--- config.mk ---
export PLATFORM = sky130hd
export DESIGN_NAME = led_sweep_ctrl_flat
export DESIGN_NICKNAME = d
export VERILOG_FILES = /design/src/rtl/led_sweep_ctrl_if.sv /design/src/rtl/led_sweep_ctrl.sv /design/src/flat_wrapper.sv
export SDC_FILE = /design/constraint.sdc
export NUM_CORES = 1
export LEC_CHECK = 0
export ABC_AREA = 0
export CORE_UTILIZATION = 54
export CTS_BUF_LIST = sky130_fd_sc_hd__clkbuf_8
export DETAILED_ROUTE_END_ITERATION = 6
export PLACE_DENSITY = 0.81
export SLEW_MARGIN = 30
export SYNTH_ARGS = -nofsm -noshare
export SYNTH_HDL_FRONTEND = slang
export SYNTH_SLANG_ARGS = --single-unit
--- constraint.sdc ---
create_clock -name clk -period 2.46 [get_ports clk]
set_input_delay 0.492 -clock clk [delete_from_list [all_inputs] [get_ports clk]]
set_output_delay 0.492 -clock clk [all_outputs]
set_load 0.02 [all_outputs]
--- src/rtl/led_sweep_ctrl_if.sv ---
// Bundle of the sweep controller's control, waypoint-write and LED counter signals.
// The master side belongs to whoever drives the controller (and owns the counter);
// the slave side belongs to the controller itself.
interface led_sweep_ctrl_if #(
  parameter int W  = 5,
  parameter int DW = 8
);
  logic          start;
  logic          abort;
  logic          wr_en;
  logic [1:0]    wr_addr;
  logic [W-1:0]  wr_data;
  logic [2:0]    num_points;
  logic          loop_en;
  logic [DW-1:0] dwell;
  logic [W-1:0]  cnt_val;
  logic          cnt_check;
  logic [W-1:0]  end_num;
  logic          up_down;
  logic          busy;
  logic [1:0]    seg_idx;
  logic          done;

  modport master (
    output start, abort, wr_en, wr_addr, wr_data, num_points, loop_en, dwell,
           cnt_val, cnt_check,
    input  end_num, up_down, busy, seg_idx, done
  );

  modport slave (
    input  start, abort, wr_en, wr_addr, wr_data, num_points, loop_en, dwell,
           cnt_val, cnt_check,
    output end_num, up_down, busy, seg_idx, done
  );
endinterface

--- src/rtl/led_sweep_ctrl.sv ---
// Waypoint sweep controller for an up/down LED counter.
// Walks a small table of target values: for each waypoint it programs the
// counter's end_num/up_down, waits for the counter to arrive, dwells, then
// moves on. Optionally loops; abort and reset drop straight back to IDLE.
module led_sweep_ctrl #(
  parameter int W    = 5,
  parameter int NPTS = 4,
  parameter int DW   = 8
) (
  input  logic              clk,
  input  logic              rst,
  led_sweep_ctrl_if.slave   bus
);

  typedef enum logic [2:0] {
    IDLE,
    LOAD,
    SETTLE,
    RUN,
    DWELL,
    FINISH
  } state_t;

  // seg_idx is only 2 bits wide, so a sweep can never use more than 4 entries.
  localparam logic [2:0] NPTS_CAP = (NPTS > 4) ? 3'd4 : 3'(NPTS);

  state_t        state_q, state_d;
  logic [W-1:0]  wp_q [NPTS];
  logic [W-1:0]  endNum_q, endNum_d;
  logic          upDown_q, upDown_d;
  logic [1:0]    segIdx_q, segIdx_d;
  logic [2:0]    npts_q, npts_d;
  logic [DW-1:0] dwellCnt_q, dwellCnt_d;

  logic [W-1:0]  curWp;
  logic          lastSeg;

  assign curWp   = wp_q[segIdx_q];
  assign lastSeg = (({1'b0, segIdx_q} + 3'd1) >= npts_q);

  // Waypoint table: writable in any state, read only when LOAD samples it.
  always_ff @(posedge clk) begin
    if (rst) begin
      for (int i = 0; i < NPTS; i++) begin
        wp_q[i] <= '0;
      end
    end else if (bus.wr_en) begin
      for (int i = 0; i < NPTS; i++) begin
        if (bus.wr_addr == 2'(i)) begin
          wp_q[i] <= bus.wr_data;
        end
      end
    end
  end

  // FSM state and datapath registers.
  always_ff @(posedge clk) begin
    if (rst) begin
      state_q    <= IDLE;
      endNum_q   <= '0;
      upDown_q   <= 1'b1;
      segIdx_q   <= '0;
      npts_q     <= '0;
      dwellCnt_q <= '0;
    end else begin
      state_q    <= state_d;
      endNum_q   <= endNum_d;
      upDown_q   <= upDown_d;
      segIdx_q   <= segIdx_d;
      npts_q     <= npts_d;
      dwellCnt_q <= dwellCnt_d;
    end
  end

  // Next-state logic; abort is applied last so it overrides every transition.
  always_comb begin
    state_d    = state_q;
    endNum_d   = endNum_q;
    upDown_d   = upDown_q;
    segIdx_d   = segIdx_q;
    npts_d     = npts_q;
    dwellCnt_d = dwellCnt_q;

    case (state_q)
      IDLE: begin
        if (bus.start && (bus.num_points != 3'd0)) begin
          npts_d   = (bus.num_points > NPTS_CAP) ? NPTS_CAP : bus.num_points;
          segIdx_d = '0;
          state_d  = LOAD;
        end
      end
      LOAD: begin
        endNum_d = curWp;
        upDown_d = (curWp >= bus.cnt_val);
        state_d  = SETTLE;
      end
      SETTLE: begin
        // The counter's check still reflects the previous target here.
        state_d = RUN;
      end
      RUN: begin
        if (bus.cnt_check && (bus.cnt_val == endNum_q)) begin
          dwellCnt_d = bus.dwell;
          state_d    = DWELL;
        end
      end
      DWELL: begin
        if (dwellCnt_q != '0) begin
          dwellCnt_d = dwellCnt_q - DW'(1);
        end else if (!lastSeg) begin
          segIdx_d = segIdx_q + 2'd1;
          state_d  = LOAD;
        end else if (bus.loop_en) begin
          segIdx_d = '0;
          state_d  = LOAD;
        end else begin
          state_d = FINISH;
        end
      end
      FINISH: begin
        state_d = IDLE;
      end
      default: begin
        state_d = IDLE;
      end
    endcase

    if (bus.abort && (state_q != IDLE)) begin
      state_d    = IDLE;
      endNum_d   = endNum_q;
      upDown_d   = upDown_q;
      segIdx_d   = segIdx_q;
      npts_d     = npts_q;
      dwellCnt_d = dwellCnt_q;
    end
  end

  assign bus.end_num = endNum_q;
  assign bus.up_down = upDown_q;
  assign bus.seg_idx = segIdx_q;
  assign bus.busy    = (state_q != IDLE);
  assign bus.done    = (state_q == FINISH);

endmodule

--- src/flat_wrapper.sv ---
// flat-port wrapper written by rule: the top's interface ports become plain ports
module led_sweep_ctrl_flat 
#(
  parameter int W    = 5,
  parameter int NPTS = 4,
  parameter int DW   = 8
)
  (clk, rst, bus_start, bus_abort, bus_wr_en, bus_wr_addr, bus_wr_data, bus_num_points, bus_loop_en, bus_dwell, bus_cnt_val, bus_cnt_check, bus_end_num, bus_up_down, bus_busy, bus_seg_idx, bus_done);
  led_sweep_ctrl_if #(.W(W), .DW(DW)) bus_i ();
  input  logic clk;
  input  logic rst;
  input wire logic [$bits(bus_i.start)-1:0] bus_start;
  input wire logic [$bits(bus_i.abort)-1:0] bus_abort;
  input wire logic [$bits(bus_i.wr_en)-1:0] bus_wr_en;
  input wire logic [$bits(bus_i.wr_addr)-1:0] bus_wr_addr;
  input wire logic [$bits(bus_i.wr_data)-1:0] bus_wr_data;
  input wire logic [$bits(bus_i.num_points)-1:0] bus_num_points;
  input wire logic [$bits(bus_i.loop_en)-1:0] bus_loop_en;
  input wire logic [$bits(bus_i.dwell)-1:0] bus_dwell;
  input wire logic [$bits(bus_i.cnt_val)-1:0] bus_cnt_val;
  input wire logic [$bits(bus_i.cnt_check)-1:0] bus_cnt_check;
  output wire logic [$bits(bus_i.end_num)-1:0] bus_end_num;
  output wire logic [$bits(bus_i.up_down)-1:0] bus_up_down;
  output wire logic [$bits(bus_i.busy)-1:0] bus_busy;
  output wire logic [$bits(bus_i.seg_idx)-1:0] bus_seg_idx;
  output wire logic [$bits(bus_i.done)-1:0] bus_done;
  assign bus_i.start = bus_start;
  assign bus_i.abort = bus_abort;
  assign bus_i.wr_en = bus_wr_en;
  assign bus_i.wr_addr = bus_wr_addr;
  assign bus_i.wr_data = bus_wr_data;
  assign bus_i.num_points = bus_num_points;
  assign bus_i.loop_en = bus_loop_en;
  assign bus_i.dwell = bus_dwell;
  assign bus_i.cnt_val = bus_cnt_val;
  assign bus_i.cnt_check = bus_cnt_check;
  assign bus_end_num = bus_i.end_num;
  assign bus_up_down = bus_i.up_down;
  assign bus_busy = bus_i.busy;
  assign bus_seg_idx = bus_i.seg_idx;
  assign bus_done = bus_i.done;
  led_sweep_ctrl #(.W(W), .NPTS(NPTS), .DW(DW)) u_core (.clk(clk), .rst(rst), .bus(bus_i));
endmodule
==> results of run 1 <==
## logic make-up after synthesis
kind of cell | after synthesis | synth area share
AND/OR/NAND/NOR | 89 | 0.199
AO/OA/AOI/OAI | 45 | 0.131
flip-flops | 44 | 0.450
buffers and inverters | 25 | 0.0489
multiplexers | 15 | 0.0885
XOR/XNOR | 7 | 0.0255
adder cells (fa/ha/maj) | 11 | 0.0572
## critical path: cells and delay by family (launching register included)
| family | cells | cell delay [ns] |
|---|---|---|
| buffers and inverters | 2 | 0.77 |
| flip-flops | 1 | 0.49 |
| AND/OR/NAND/NOR | 1 | 0.21 |
## sequential cells by signal (all words and copies together), names as in the netlist, named ones only
name,cells
u_core.bus.seg_idx,2
u_core.state_q,3
u_core.bus.up_down,1
u_core.dwellCnt_q,8
u_core.wp_q,20
u_core.npts_q,3
u_core.bus.end_num,5
## area by class of cell
class | instances | share of cell area
multi-input combinational | 167 | 0.404
sequential | 44 | 0.362
timing repair buffer | 49 | 0.156
clock buffer | 5 | 0.0230
tap | 50 | 0.0209
inverter | 15 | 0.0188
clock inverter | 3 | 0.0159
## where the power goes
part,total [uW],internal (uW),leakage (uW),switching [uW]
logic,294,151,0.000680,143
clock network,565,306,0.0000583,259
registers,833,804,0.000391,28.9
total,1690,1260,0.00113,431
## metrics by stage
| stage | util | power [uW] | hold WS (ns) | setup slack [ns] |
|---|---|---|---|---|
| CTS | 0.721 | 1700 | 0.492 | 0.184 |
| global route | 0.721 | 1760 | 0.530 | 0.0621 |
| detailed placement | 0.693 | 1140 | 0.477 | 0.160 |
| global placement | 0.693 | 1140 | 0.469 | 0.193 |
| floorplan | - | 1020 | 0.450 | 0.196 |
| finish | 0.721 | 1690 | 0.489 | 0.200 |
## path summary, 6_finish.rpt
kind	slack, ns	end	startpoint
worst min-delay path	0.49	u_core.dwellCnt_q[1]	u_core.dwellCnt_q[1]
worst max-delay path	0.20	bus_done	u_core.state_q[2]
worst min register to register	0.49	u_core.dwellCnt_q[1]	u_core.dwellCnt_q[1]
worst max register to register	0.28	u_core.bus.up_down	flop
## cells in the mapped netlist, types with 2 or more instances
master	count
clkbuf_1	5
nand3_1	4
nand2_1	12
nor4_1	3
xor2_1	2
buf_6	2
xnor2_1	5
nor3_1	9
mux4_2	5
a211o_1	3
o211ai_1	2
dfxtp_1	24
or3_1	3
a21oi_1	12
ha_1	11
a21o_1	3
a211oi_1	4
inv_1	15
nand3b_1	3
o21ai_0	7
edfxtp_1	20
o31ai_1	3
buf_4	2
nand2b_1	3
and2_1	20
mux2i_1	10
nor2_1	25
## metal layers
layer | track usage | part of all wire
met1 | 0.297 | 0.45
met3 | 0.0411 | 0.048
met4 | 0.0918 | 0.014
met5 | 0 | 0
met2 | 0.382 | 0.49
==> flow_summary.toml, run 1 <==
[critical_path]
crit_chain = "inv_1 > nor3b_1 > clkdlybuf4s50_1"
crit_required_ns = 1.97
cp.arrival_ns = 1.77
critPathSlowestCell = "clkdlybuf4s50_1"
critPathCaptureType = "output port"
cp-start-kind = "flop"
cpPeakStageDelay_ns = 0.63
rr_worst_depth = 8
critical_path_class = "flop to output port"
crit_fanout = 9

[global_routing]
grt.total_usage = 0.230
grt_max_degree = 19
grt_pass1_vias = 1758
antenna_found_initial = 0
grt_overflow = 0
grt_pass1_wl_um = 7870

[synth]
async_flop_share = 0
yosys-top-cells-area = "edfxtp_1, dfxtp_1, ha_1"
synth-seq-cells = 44
synth_top_area_cell = "edfxtp_1"
yosysWarnings = 0
ys_seq_area_frac = 0.450
synth_top_flop_cell = "dfxtp_1"
synth_edf_count = 20
synth_area_mm2 = 0.00240
synth_fp_nets = 277
syn_avg_cell_area_um2 = 10.2
synth_top_area_frac = 0.250
yosysUniqueCellTypes = 46
syn_inst = 236

[final_layout]
fin_cells = 333
multi_input_area_mm2 = 0.00121
final_common_cell = "clkdlybuf4s50_1"
nFillCells = 320
fin_nets = 323
final_area_mm2 = 0.00299
final_cell_mix = "clkdlybuf4s50_1, nor2_1, dfxtp_1, and2_1, edfxtp_1"
diodes = 0
ff_latch_area_mm2 = 0.00108
areaGrowthSynthToFinish_pct = 24.2
layout-drive-gt1-share = 0.106

[detailed_routing]
first_pass_iters = 4
vias = 1858
avgRoutedWirePerCell_um = 14.6
ant_nets = 0
viasPerCell = 5.58
wl_um = 4860
drtIter0Drc = 157
drc = 0

[sta]
relSlewSlack = 0.521
worst_clock_skew_ns = 0.00494
fin_crit_sh = 0.919
setup-tns-final_ns = 0
worstMarginPinSlew_ns = 0.719
hold_viol = 0
max_freq_mhz = 443
setup_viol = 0
finalMaxSlewViolations = 0
period_needed_ns = 2.26
rsz0062_at_grt = "no"

[worst_hold_path]
hp-class = "flop to flop"
min_delay_path_depth = 2

[clock_network]
cts_buffer_depth = 2
cts_root_buffer = "clkbuf_8"
htreeDepth = 2
cts_tree = "built"
cts_buffers = 5
post_cts_buffers = 0
cts-resized-gates = 0
clock_sinks = 44
clk_latency_ns = 0.30
clkSlewWorstSetupHoldPaths_ns = 0.09
holdBufCountCts = 0

[placed_design]
numPortBuffers = 39
hpwl_um = 3710
dpl_cell_area_mm2 = 0.00287
gp_congestion = 0.838
placed_cells = 325

[die]
io_pins = 40
die_h_um = 68.7
rows = 23
core-area_mm2 = 0.00414
initial_core_util = 0.580
die_x_um = 68.7
die-area_mm2 = 0.00472

[status]
outcome = "completed"

[power]
power_density_mw_per_mm2 = 566
irDropWorstVdd_v = 0.000462
p_leak_uw = 0.00113

[job]
maxCapViolCount = 0
Note: power is estimated with default switching activity, not from simulation.
==> inputs of run 2 (changes only) <==
Settings changed: ABC_CLOCK_PERIOD_IN_PS from default to 2460, SETUP_SLACK_MARGIN from default to 0.15.
==> run 2 against run 1 <==
  * Fmax is 3.2% higher
  * Sequential share of layout area about the same
  * Die area did not move
==> flow_summary.toml, run 2 (synthesis gave the netlist of run 1 again) <==
[detailed_routing]
drc = 0
drtIter0Drc = 167
avgRoutedWirePerCell_um = 14.6
vias = 1875
ant_nets = 0
viasPerCell = 5.63
wl_um = 4860
first_pass_iters = 4

[critical_path]
rr_worst_depth = 8
crit_chain = "nor3_2 > inv_1 > clkdlybuf4s50_1"
critical_path_class = "flop to output port"
critPathSlowestCell = "clkdlybuf4s50_1"
cp-start-kind = "flop"
cp_top_family = "buffers and inverters"
crit_required_ns = 1.97
critPathCaptureType = "output port"
crit_cells = 3
cpPeakStageDelay_ns = 0.62
crit_fanout = 10
cp.arrival_ns = 1.70
cp_num_buf_inv = 2
reg2reg_slack_ns = 0.37

[clock_network]
clk_latency_ns = 0.30
cts_root_buffer = "clkbuf_8"
cts_buffer_depth = 2
cts_tree = "built"
htreeDepth = 2
cts-resized-gates = 0
post_cts_buffers = 0
cts_buffers = 5
holdBufCountCts = 0
clock_sinks = 44
clkSlewWorstSetupHoldPaths_ns = 0.09

[power]
p_leak_uw = 0.00113
combinationalPowerShare = 0.174
pwr-share-clk = 0.335
p_int_uw = 1260
irDropWorstVdd_v = 0.000471
power_switching_uw = 437
seqPwrFrac = 0.490
p_sw_frac = 0.257
power_density_mw_per_mm2 = 567

[final_layout]
fin_nets = 323
layout-drive-gt1-share = 0.117
largest_reg_flops = 20
post-route-util = 0.723
multi_input_area_mm2 = 0.00121
largest-register = "u_core.wp_q"
nFillCells = 319
final_cell_mix = "clkdlybuf4s50_1, nor2_1, dfxtp_1, and2_1, edfxtp_1"
final_common_cell = "clkdlybuf4s50_1"
areaGrowthSynthToFinish_pct = 24.6
ff_latch_area_mm2 = 0.00108
diodes = 0

[sta]
worst_clock_skew_ns = 0.00670
worstMarginPinSlew_ns = 0.703
holdWs_ns = 0.497
relSlewSlack = 0.531
max_freq_mhz = 457
hold_viol = 0
finalMaxSlewViolations = 0
period_needed_ns = 2.19
setup-tns-final_ns = 0
fin_crit_sh = 0.890
rsz0062_at_grt = "no"
setup_viol = 0

[placed_design]
numPortBuffers = 39
hpwl_um = 3710
gp_congestion = 0.838

[worst_hold_path]
hp-class = "flop to flop"
min_delay_path_depth = 2

[die]
rows = 23
initial_core_util = 0.580
io_pins = 40
die_x_um = 68.7
die-area_mm2 = 0.00472
core-area_mm2 = 0.00414
die_h_um = 68.7

[status]
outcome = "completed"

[job]
maxCapViolCount = 0

[global_routing]
grt_max_degree = 19
grt_overflow = 0
antenna_found_initial = 0
grt_pass1_wl_um = 7870
grt_pass1_vias = 1758
grt.total_usage = 0.230
run 2: changes by cell type in the layout (fill, tap and decap cells not counted):
cell / before / now
dfxtp_2: 0 / 2
nor3_1: 9 / 8
nor3_2: 1 / 2
dfxtp_1: 24 / 22
run 2: per-stage QoR:
step                      cell area, um^2  total power (uW)  instances  setup slack (ns)
after detailed placement             2870              1140        325             0.160
after global placement               2870              1140        325             0.193
final                                3000              1700        333             0.271
after floorplan                      2400              1020        236             0.196
after CTS                            2990              1700        333             0.184
after global routing                 3000              1760        333             0.161
run 2: worst reg2reg max path: stages (launching register included):
cell and delay [ns]:
dfxtp_2 0.40, mux4_2 0.52, inv_1 0.07, ha_1 0.21, nand2b_1 0.14, a21o_1 0.17
a211oi_1 0.23, o211a_1 0.18, o21ai_0 0.07
run 2: final timing paths:
kind / start / endpoint
setup / recovery: u_core.state_q[1] / bus_busy
hold / removal: u_core.dwellCnt_q[1] / u_core.dwellCnt_q[1]
setup reg to reg: flop / u_core.bus.up_down
hold reg to reg: u_core.dwellCnt_q[1] / u_core.dwellCnt_q[1]
run 2: layout make-up:
cell class,count,share of cell area
sequential,44,0.362
clock inverter,3,0.0159
timing repair buffer,49,0.155
tap,50,0.0209
clock buffer,5,0.0230
multi-input combinational,167,0.404
inverter,15,0.0188
run 2: per-layer routing:
layer  global-route usage  part of all wire  vias up
met5                    0                 0        -
met4               0.0918             0.019        0
met3               0.0411             0.054        8
met2                0.382              0.48       57
met1                0.297              0.44      871
li1                     -                 -      939
run 2: power by group through the flow:
stage	Clock [uW]	Combinational (uW)	Sequential, uW
finish	570	296	834
global placement	0	289	847
CTS	574	296	832
floorplan	0	182	838
global route	596	327	839
detailed placement	0	293	849
